<file path="src/rtl/decode_vec_pkg.sv">
// Shared defaults, instruction field positions and immediate-extension encodings
// for the vector decode stage.
package decode_vec_pkg;

  localparam int LANES_DEF = 3;
  localparam int WIDTH_DEF = 18;
  localparam int NREGS_DEF = 16;
  localparam int IMMW_DEF  = 10;

  localparam int INSTR_W     = 28;
  localparam int RA1_LSB     = 0;
  localparam int RA2_ALT_LSB = 4;
  localparam int RA2_LSB     = 8;
  localparam int WA3_LSB     = 12;
  localparam int IMM_MSB     = 27;

  localparam logic IMM_ZERO = 1'b0;
  localparam logic IMM_SIGN = 1'b1;

endpackage

</file>
<file path="src/rtl/regfile_vec_bypass.sv">
// Lane-masked vector register file, two combinational read ports with write bypass.
// Latency: reads 0 cycles, writes land on the next edge; no backpressure.
module regfile_vec_bypass
  import decode_vec_pkg::*;
#(
  parameter int LANES = LANES_DEF,
  parameter int WIDTH = WIDTH_DEF,
  parameter int NREGS = NREGS_DEF,
  parameter int AW    = $clog2(NREGS)
) (
  input  logic                         clk,
  input  logic                         rst_n,
  input  logic                         we,
  input  logic [AW-1:0]                wa,
  input  logic [LANES-1:0]             lane_mask,
  input  logic [LANES-1:0][WIDTH-1:0]  wd,
  input  logic [AW-1:0]                ra1,
  input  logic [AW-1:0]                ra2,
  output logic [LANES-1:0][WIDTH-1:0]  rd1,
  output logic [LANES-1:0][WIDTH-1:0]  rd2
);

  logic [LANES-1:0][WIDTH-1:0] mem [NREGS];

  always_ff @(posedge clk or negedge rst_n) begin
    if (!rst_n) begin
      for (int r = 0; r < NREGS; r++) mem[r] <= '0;
    end else if (we) begin
      for (int l = 0; l < LANES; l++)
        if (lane_mask[l]) mem[wa][l] <= wd[l];
    end
  end

  // A lane being written this cycle is forwarded so decode never sees stale data.
  always_comb begin
    rd1 = '0;
    rd2 = '0;
    for (int l = 0; l < LANES; l++) begin
      rd1[l] = (we && lane_mask[l] && wa == ra1) ? wd[l] : mem[ra1][l];
      rd2[l] = (we && lane_mask[l] && wa == ra2) ? wd[l] : mem[ra2][l];
    end
  end

endmodule

</file>
<file path="src/rtl/decode_vec_stage.sv">
// Vector decode stage: operand read, immediate extend, load-use stall, D->E register.
// Latency 1 cycle; E register holds while out_ready is low, flushE empties it.
module decode_vec_stage
  import decode_vec_pkg::*;
#(
  parameter int LANES = LANES_DEF,
  parameter int WIDTH = WIDTH_DEF,
  parameter int NREGS = NREGS_DEF,
  parameter int IMMW  = IMMW_DEF,
  localparam int AW   = $clog2(NREGS)
) (
  input  logic                         clk,
  input  logic                         RST,
  input  logic                         in_valid,
  output logic                         in_ready,
  input  logic [INSTR_W-1:0]           Instr,
  input  logic [1:0]                   RegSrc,
  input  logic                         ImmSrcD,
  input  logic                         RegWriteD,
  input  logic                         MemToRegD,
  input  logic                         flushE,
  output logic                         out_valid,
  input  logic                         out_ready,
  input  logic                         RegWriteW,
  input  logic [AW-1:0]                wa3w,
  input  logic [LANES-1:0][WIDTH-1:0]  wd3,
  input  logic [LANES-1:0]             lane_mask_w,
  output logic [LANES-1:0][WIDTH-1:0]  rd1E,
  output logic [LANES-1:0][WIDTH-1:0]  rd2E,
  output logic [LANES-1:0][WIDTH-1:0]  ExtImmE,
  output logic [AW-1:0]                ra1E,
  output logic [AW-1:0]                ra2E,
  output logic [AW-1:0]                wa3E,
  output logic                         RegWriteE,
  output logic                         MemToRegE,
  output logic                         stallD
);

  logic [AW-1:0]               ra1, ra2, wa3d;
  logic [IMMW-1:0]             imm;
  logic [WIDTH-1:0]            ext;
  logic [LANES-1:0][WIDTH-1:0] rd1, rd2;
  logic                        accept;
  logic                        unused_instr;

  assign ra1  = RegSrc[0] ? AW'(NREGS - 1) : Instr[RA1_LSB +: AW];
  assign ra2  = RegSrc[1] ? Instr[RA2_ALT_LSB +: AW] : Instr[RA2_LSB +: AW];
  assign wa3d = Instr[WA3_LSB +: AW];
  assign imm  = Instr[IMM_MSB -: IMMW];
  assign ext  = {{(WIDTH-IMMW){(ImmSrcD == IMM_SIGN) & imm[IMMW-1]}}, imm};
  assign unused_instr = ^Instr;

  regfile_vec_bypass #(
    .LANES(LANES), .WIDTH(WIDTH), .NREGS(NREGS), .AW(AW)
  ) u_rf (
    .clk       (clk),
    .rst_n     (RST),
    .we        (RegWriteW),
    .wa        (wa3w),
    .lane_mask (lane_mask_w),
    .wd        (wd3),
    .ra1       (ra1),
    .ra2       (ra2),
    .rd1       (rd1),
    .rd2       (rd2)
  );

  // Load result is not available until after execute, so a dependent reader must wait.
  assign stallD   = out_valid && MemToRegE && RegWriteE && (wa3E == ra1 || wa3E == ra2);
  assign in_ready = !stallD && (!out_valid || out_ready);
  assign accept   = in_valid && in_ready;

  always_ff @(posedge clk or negedge RST) begin
    if (!RST) begin
      out_valid <= 1'b0;
      rd1E      <= '0;
      rd2E      <= '0;
      ExtImmE   <= '0;
      ra1E      <= '0;
      ra2E      <= '0;
      wa3E      <= '0;
      RegWriteE <= 1'b0;
      MemToRegE <= 1'b0;
    end else if (flushE) begin
      out_valid <= 1'b0;
      RegWriteE <= 1'b0;
      MemToRegE <= 1'b0;
    end else if (accept) begin
      out_valid <= 1'b1;
      rd1E      <= rd1;
      rd2E      <= rd2;
      ExtImmE   <= {LANES{ext}};
      ra1E      <= ra1;
      ra2E      <= ra2;
      wa3E      <= wa3d;
      RegWriteE <= RegWriteD;
      MemToRegE <= MemToRegD;
    end else if (out_valid && out_ready) begin
      out_valid <= 1'b0;
      RegWriteE <= 1'b0;
      MemToRegE <= 1'b0;
    end
  end

endmodule

</file>
<file path="config.mk">
export PLATFORM = sky130hd
export DESIGN_NAME = decode_vec_stage
export DESIGN_NICKNAME = d
export VERILOG_FILES = /design/src/rtl/decode_vec_pkg.sv /design/src/rtl/regfile_vec_bypass.sv /design/src/rtl/decode_vec_stage.sv
export SDC_FILE = /design/constraint.sdc
export NUM_CORES = 2
export LEC_CHECK = 0
export CAP_MARGIN = 20
export CORE_MARGIN = 1.5
export CORE_UTILIZATION = 60
export DETAILED_ROUTE_END_ITERATION = 10
export HOLD_SLACK_MARGIN = 0.02
export PLACE_DENSITY = 0.8
export SYNTH_ARGS = -nofsm -noshare
export SYNTH_HDL_FRONTEND = slang
export SYNTH_SLANG_ARGS = --single-unit
</file>
<file path="constraint.sdc">
create_clock -name clk -period 2.65 [get_ports clk]
set_clock_uncertainty 0.1 [all_clocks]
set_input_delay 0.265 -clock clk [delete_from_list [all_inputs] [get_ports clk]]
set_output_delay 0.265 -clock clk [all_outputs]
set_load 0.05 [all_outputs]
</file>
==> metrics.cfg <==
[run_status]
status=finished, violations left
violations=negative setup slack

[floorplan]
rows=111
initial_core_util_pct=60.91
io-pin-count=279
core-area_sq_um=92080
dieHeight_um=308.7
dieWidth_um=308.7
fp.dieArea_sq_um=95320

[timing]
period_needed_ps=2973
hold_viol=0
slew_viol_final=0
fin_crit_sh_pct=112.2
maxSlewHeadroom_pct=44.44
worst_pin_slew_ps=830.7
setup_viol_count_final=91
rsz0062_at_grt=yes
fin_ws_ps=-323.3
fmax_mhz=336.3

[setup_path]
cp-start-kind=flip-flop
cpPeakStageDelay_ps=540
crit_path_end_kind=primary output
crit_slowest_cell=dfrtp_4
crit_chain=buf_12 -> xnor2_4 -> nor4_4 -> buf_6 -> o2111ai_4 -> buf_6 -> and2_4 -> buf_8
crit_path_frequent_cell=buf_6
path_max_fanout=4
critical_path_class=flip-flop to primary output
crit_arrival_ps=2610
r2r_slack_ps=-230
worst_ep_required_time_ps=2290

[synthesis]
synth-edff-count=0
synth_ff_type=dfrtp_1
syn_nets=5384
syn_avg_cell_area_sq_um=10.61
syn_inst=5284
netlist_top_cells_area=dfrtp_1 45%, mux2_2 19%, mux2i_1 6.6%, o21ai_0 3.7%, nand2_1 3.0%
ys_seq_elements=998
yosys.area.top_type=dfrtp_1
synth_cell_type_count=51
synthesis.area_sq_um=56090
synth_top_cell_area_share_pct=44.53
yosysWarnings=0
seq_area_frac_synth_pct=44.53
synthArstFlopShare_pct=100.0

[global_route]
grt_usage_pct=41.15
grt_max_degree=89
grt_pass1_vias=48850
antenna_found_initial=8
grt_first_pass_wirelength_mm=297.9
overflow=0

[cts]
cts_root_buf=clkbuf_16
htree_levels=3
cts_made_buffers=105
cts_tree=done
cts_buffer_depth=3
cts_sinks=998
clk_pin_slew_ps=60
clock_latency_ps=690

[min_path]
hp-class=input pin to flip-flop

[placement]
post-dp-hpwl_mm=120.0
portBuffers=276
routabilityCongestion=0.9552
placed_cells=6673
placed_area_sq_um=63260

[power]
peakVddDrop_uv=518.4
p_leak_nw=29.92
power_mw=49.36
power_density_nw_per_um2=729.7

[finish]
layoutNonFillerInstCount=6904
drive_gt1_share_pct=29.53
layout.nets=5668
areaGrowthSynthToFinish_pct=20.60
final_area_sq_um=67640
utilization_pct=73.46
final_cell_mix=995 x dfrtp_1, 928 x mux2_2, 446 x nand2_1
final_common_cell=dfrtp_1

[drt]
drc_errors=0
wl_per_cell_um=29.48
vias=49790
ant_nets=0
first_iter_violations=8022
vias_per_cell=7.212
totalWireLength_mm=203.5
first_pass_iters=8

[job]
cap_violations=0

final cells by class:
class / instances / area, sq um
Sequential cell: 998 / 24980
Clock buffer: 156 / 3152
Fill cell: 6038 / 24440
Tap cell: 1243 / 1555
Timing Repair Buffer: 718 / 8489
Clock inverter: 39 / 394.1
Inverter: 14 / 55.05
Multi-Input combinational cell: 3731 / 29000
Antenna cell: 5 / 12.51
worst max-delay path: cells and delay by family, from the launching register on:
kind,cells,cell delay [ps]
xor+xnor,1,130
compound gates,1,140
buf+inv,4,650
simple gates,2,460
flops,1,540
flip-flops by register name, indices dropped and copies added, names as in the netlist:
register and count:
u_rf.mem 864, rd1E 54, rd2E 54, ExtImmE 11, ra1E 4, ra2E 4, wa3E 4, MemToRegE 1
RegWriteE 1, out_valid 1
path summary, 6_finish.rpt:
path                                 startpoint                        end  cells after the start
setup / recovery            wa3E[3]$_DFFE_PN0P_                   in_ready                      8
setup reg to reg            wa3E[3]$_DFFE_PN0P_       rd2E[32]$_DFFE_PN0P_                     13
min in group asynchronous                   RST  u_rf.mem[552]$_DFFE_PN0P_                      3
hold / removal                        MemToRegD      MemToRegE$_DFFE_PN0P_                      3
hold reg to reg            rd1E[33]$_DFFE_PN0P_       rd1E[33]$_DFFE_PN0P_                      2
max in group asynchronous                   RST  u_rf.mem[587]$_DFFE_PN0P_                      4
where the power goes:
| group | leakage, nW | total, mW | internal [mW] | switching [mW] |
|---|---|---|---|---|
| clock | 1.77 | 15.3 | 8.88 | 6.43 |
| combinational | 15.4 | 13.2 | 6.04 | 7.17 |
| sequential | 12.7 | 20.8 | 18.2 | 2.62 |
| total | 29.9 | 49.4 | 33.1 | 16.2 |
cells by family after synthesis:
logic type | Yosys count | synth area share (%)
compound gates | 1177 | 14.20
flops | 998 | 44.53
mux | 1355 | 27.46
xor+xnor | 13 | 0.2030
simple gates | 1186 | 9.356
buf+inv | 555 | 4.261
cell usage after synthesis (all sizes together) (80+ instances only):
library cell and instances:
nand2 451, a221oi 108, mux2 931, o22ai 156, mux2i 372, a21oi 80
o21ai 436, nor2b 156, o221ai 110, nor2 363, buf 167, dfrtp 998
clkbuf 374
layer usage:
metal	vias to the layer above	global-route usage, %	share of wire [%]
li1	20110	-	-
met1	24250	52.39	35
met2	4320	61.14	43
met3	1107	12.44	15
met4	8	26.60	7.1
met5	-	0	0.16
stage by stage:
step | setup TNS, ps | hold slack (ps) | worst slack [ps]
6_report | -14290 | 63.51 | -323.3
5_1_grt | -22400 | 96.89 | -391.3
4_1_cts | -565.2 | 46.06 | -308.2
3_5_place_dp | -65340 | 95.81 | -630.2
3_3_place_gp | -48990 | 96.03 | -489.8
2_1_floorplan | 0 | -130.6 | 102.7
timing repair:
item | in CTS | in global routing
cloned | 0 | 20
setup buffers | 3 | 6
pin swaps | 3 | 3
resized for setup | 10 | 67
endpoints found under the hold margin | 593 | 0
setup endpoints to repair | 126 | 79
hold buffers | 2 | 0
Note: power is estimated with default switching activity, not from simulation.
